[src/rtl/quad_decoder.sv]
// Quadrature decoder: turns debounced encoder A/B phases into detent step strobes,
// direction, a wrapping position count and a saturating illegal-transition count.
module quad_decoder #(
    parameter int W      = 8,
    parameter int DETENT = 4,
    parameter int ERR_W  = 8
) (
    input  logic             clk,
    input  logic             rst_n,
    input  logic             a,
    input  logic             b,
    input  logic             clr,
    output logic             inc,
    output logic             dec,
    output logic             dir,
    output logic [W-1:0]     pos,
    output logic             err,
    output logic [ERR_W-1:0] err_cnt
);

    // move code | meaning
    // MV_HOLD   | phase unchanged
    // MV_FWD    | one forward quarter-step
    // MV_ILL    | both phases changed in one cycle
    // MV_REV    | one reverse quarter-step
    localparam logic [1:0] MV_HOLD = 2'd0;
    localparam logic [1:0] MV_FWD  = 2'd1;
    localparam logic [1:0] MV_ILL  = 2'd2;
    localparam logic [1:0] MV_REV  = 2'd3;

    localparam int SW = 4;
    localparam logic signed [SW-1:0] SUB_TOP = SW'(DETENT - 1);
    localparam logic signed [SW-1:0] SUB_BOT = SW'(1 - DETENT);

    logic [1:0]              prev_q, prev_d;
    logic                    loaded_q, loaded_d;
    logic signed [SW-1:0]    sub_q, sub_d;
    logic [W-1:0]            pos_q, pos_d;
    logic                    dir_q, dir_d;
    logic                    inc_q, inc_d;
    logic                    dec_q, dec_d;
    logic                    err_q, err_d;
    logic [ERR_W-1:0]        err_cnt_q, err_cnt_d;

    logic [1:0] idx_s, idx_p, mv;

    // Gray phase mapped to a linear 0..3 index so the modulo-4 difference is the move code.
    assign idx_s = {a, a ^ b};
    assign idx_p = {prev_q[1], prev_q[1] ^ prev_q[0]};
    assign mv    = idx_s - idx_p;

    always_comb begin
        prev_d    = {a, b};
        loaded_d  = 1'b1;
        sub_d     = sub_q;
        pos_d     = pos_q;
        dir_d     = dir_q;
        inc_d     = 1'b0;
        dec_d     = 1'b0;
        err_d     = 1'b0;
        err_cnt_d = err_cnt_q;

        if (loaded_q) begin
            case (mv)
                MV_FWD: begin
                    if (sub_q == SUB_TOP) begin
                        sub_d = '0;
                        pos_d = pos_q + W'(1);
                        inc_d = 1'b1;
                        dir_d = 1'b1;
                    end else begin
                        sub_d = sub_q + SW'(1);
                    end
                end
                MV_REV: begin
                    if (sub_q == SUB_BOT) begin
                        sub_d = '0;
                        pos_d = pos_q - W'(1);
                        dec_d = 1'b1;
                        dir_d = 1'b0;
                    end else begin
                        sub_d = sub_q - SW'(1);
                    end
                end
                MV_ILL: begin
                    err_d = 1'b1;
                    sub_d = '0;
                    if (err_cnt_q != '1) begin
                        err_cnt_d = err_cnt_q + ERR_W'(1);
                    end
                end
                default: begin
                end
            endcase
        end

        // A clear wins over a completing step; no step is reported so dir holds.
        if (clr) begin
            pos_d = '0;
            sub_d = '0;
            inc_d = 1'b0;
            dec_d = 1'b0;
            dir_d = dir_q;
        end
    end

    always_ff @(posedge clk or negedge rst_n) begin
        if (!rst_n) begin
            prev_q    <= 2'b00;
            loaded_q  <= 1'b0;
            sub_q     <= '0;
            pos_q     <= '0;
            dir_q     <= 1'b0;
            inc_q     <= 1'b0;
            dec_q     <= 1'b0;
            err_q     <= 1'b0;
            err_cnt_q <= '0;
        end else begin
            prev_q    <= prev_d;
            loaded_q  <= loaded_d;
            sub_q     <= sub_d;
            pos_q     <= pos_d;
            dir_q     <= dir_d;
            inc_q     <= inc_d;
            dec_q     <= dec_d;
            err_q     <= err_d;
            err_cnt_q <= err_cnt_d;
        end
    end

    assign inc     = inc_q;
    assign dec     = dec_q;
    assign dir     = dir_q;
    assign pos     = pos_q;
    assign err     = err_q;
    assign err_cnt = err_cnt_q;

endmodule

[config.mk]
export PLATFORM = sky130hd
export DESIGN_NAME = quad_decoder
export DESIGN_NICKNAME = d
export VERILOG_FILES = /design/src/rtl/quad_decoder.sv
export SDC_FILE = /design/constraint.sdc
export NUM_CORES = 1
export LEC_CHECK = 0
export CAP_MARGIN = 20
export CORE_MARGIN = 2
export CORE_UTILIZATION = 53
export DETAILED_ROUTE_END_ITERATION = 10
export PLACE_DENSITY = 0.88
export SLEW_MARGIN = 20
export SYNTH_ARGS = -nofsm -noshare
export SYNTH_HDL_FRONTEND = slang
export SYNTH_SLANG_ARGS = --single-unit
[constraint.sdc]
create_clock -name clk -period 3.55 [get_ports clk]
set_clock_uncertainty 0.2 [all_clocks]
set_input_delay 0.71 -clock clk [delete_from_list [all_inputs] [get_ports clk]]
set_output_delay 0.71 -clock clk [all_outputs]
set_load 0.005 [all_outputs]
==> flow_summary.ini <==
[timing]
layout_min_cycle_time_ns = 3.37
setup_viol = 0
slew_viol_final = 0
setup_ws_ns = 0.183
clock.fmax_ghz = 0.297
rsz0062_at_grt = no
fin_crit_sh = 0.949
finalHoldViolCount = 0

[clocking]
cts_tree = yes
cts.sinks = 27
clock_latency_ns = 0.33
ctsHoldBuffers = 0
numCtsBuffers = 3
h-tree-depth = 1
clockRootBuffer = clkbuf_4
clk_pin_slew_ns = 0.15
cts_buffer_depth = 2

[final_layout]
antenna_cells = 0
fin_nets = 207
drive_gt1_frac = 0.156
area_delta_synth_final_pct = 24.2
mostFrequentLayoutCells = 27 x dfrtp_1, 24 x clkdlybuf4s50_1, 16 x nor2_1
final_common_cell = dfrtp_1
nFillCells = 251

[worst_setup_path]
cpMostUsedCell = ha_1
r2r_end = pos[7]
crit_start = a
critPathArrivalTime_ns = 3.41
endpoint = pos[7]
crit_chain = clkdlybuf4s50_1, xnor2_1, ha_1, xnor3_2, nor2_2, ha_1, a41o_1, a21oi_1, nor2b_1, o311ai_1, mux2_2
crit_type = in2reg
crit_fanout = 5
cpMaxStageDelayCell = clkdlybuf4s50_1
cp.depth = 11
r2r_slack_ns = 0.56
worstPathBufferInverterCount = 1
cpPeakStageDelay_ns = 0.50
required_ns = 3.59
r2r_start = prev_q[1]
cp-start-kind = primary input
rr_worst_depth = 10
cp_top_family = compound AO/OA/AOI/OAI gates
cp-end-kind = flop

[drt]
drt-initial-drc-count = 31
drc = 0
drtAntennaViolNets = 0
via_per_inst = 5.78
routedWlPerCell_um = 14.8
firstDrtPassIters = 4
vias = 1300
wirelength_um = 3320

[logic_synthesis]
synth_cell_types = 46
yosys_warnings = 0
synth_seq_cells = 27
syn_nets = 168
ys_seq_area_frac = 0.419
ys.flop_type = dfrtp_1
synth.cell_area_um2 = 1610
synth_edf_count = 0
syn_inst = 154
syn_area_per_cell_um2 = 10.5
async_reset_ff_frac = 1.00

[global_routing]
grtUsageTotal = 0.201
grt-ovfl-total = 0
first_global_vias = 1276
grt_pass1_wl_um = 5440
antenna_found_initial = 0
grt_max_degree = 28

[floorplan]
dieWidth_um = 59.2
start_util = 0.542
rows = 20
pin_count = 25
fp.dieH_um = 59.2
core_area_um2 = 2980
die_area_um2 = 3500

[pwr]
power_density_nw_per_um2 = 409
leakage_uw = 0.000898
power_uw = 821
max-vdd-ir-drop_uv = 339

[placement]
port_buffers = 24
gp_congestion = 0.946
dpl.hpwl_um = 2480
pre_cts_ws_ns = -0.254

[job]
drv_cap = 0

[outcome]
status = completed

[min_path]
hold_depth = 1
min_path_type = reg2reg
==> repair_timing <==
| item | 4_1_cts | 5_1_grt |
|---|---|---|
| gates resized for setup | 0 | 1 |
| setup endpoints to repair | 0 | 1 |
| setup buffers | 0 | 0 |
==> layer usage <==
metal  track usage  vias up  wire (um)
li1              -      627          -
met4        0.0714        0         14
met5             0        -          0
met1         0.248      631       1480
met3        0.0218        2        147
met2         0.361       40       1680
==> worst min path at each step <==
stage                from          to  slack (ns)
2_1_floorplan       rst_n         dec        0.21
3_3_place_gp   err_cnt[7]  err_cnt[7]        0.27
3_5_place_dp   err_cnt[7]  err_cnt[7]        0.28
4_1_cts        err_cnt[7]  err_cnt[7]        0.30
5_1_grt        err_cnt[7]  err_cnt[7]        0.33
6_report       err_cnt[7]  err_cnt[7]        0.30
==> where the power goes <==
part,switching [uW],internal [uW],leakage [uW]
Combinational,122,161,0.000522
Clock,92.0,44.1,0.0000150
Sequential,56.5,344,0.000361
==> layout make-up <==
| cell class | count | area [um^2] | area share |
|---|---|---|---|
| multi-input combinational | 119 | 897 | 0.448 |
| clock buffer | 4 | 26.3 | 0.0131 |
| timing repair buffer | 39 | 353 | 0.176 |
| inverter | 3 | 11.3 | 0.00562 |
| tap | 33 | 41.3 | 0.0206 |
| sequential | 27 | 676 | 0.337 |
==> synth_stat cells, drive strengths merged (4+ instances only) <==
cell,n,area (um^2)
a21oi,7,35.0
a22o,5,43.8
and2,4,25.0
clkbuf,4,18.8
dfrtp,27,676
ha,9,113
nand2,9,33.8
nor2,19,78.8
o21ai,5,25.0
xnor2,10,87.6
xor2,6,52.6
==> metrics by stage <==
| stage | TNS (ns) | utilization | cells | hold slack [ns] | area [um^2] |
|---|---|---|---|---|---|
| 2_1_floorplan | 0 | - | 154 | 0.214 | 1610 |
| 3_3_place_gp | -0.328 | 0.664 | 221 | 0.272 | 1980 |
| 3_5_place_dp | -0.524 | 0.664 | 221 | 0.275 | 1980 |
| 4_1_cts | 0 | 0.673 | 225 | 0.300 | 2000 |
| 5_1_grt | 0 | 0.673 | 225 | 0.333 | 2000 |
| 6_report | 0 | 0.673 | 225 | 0.301 | 2000 |
==> state kept, by name (all words and copies together), names as in the netlist <==
name,cells
dec,1
dir,1
err,1
err_cnt,8
inc,1
loaded_q,1
pos,8
prev_q,2
sub_q,4
==> logic make-up after synthesis <==
logic type,count (synthesis),share of synthesized area
mux,5,0.0333
xor+xnor,18,0.119
compound gates,33,0.154
fa+ha+maj,9,0.0698
other cells,1,0.00232
flops,27,0.419
simple gates,53,0.178
buf+inv,8,0.0256
Power figures use the tool's default switching activity.
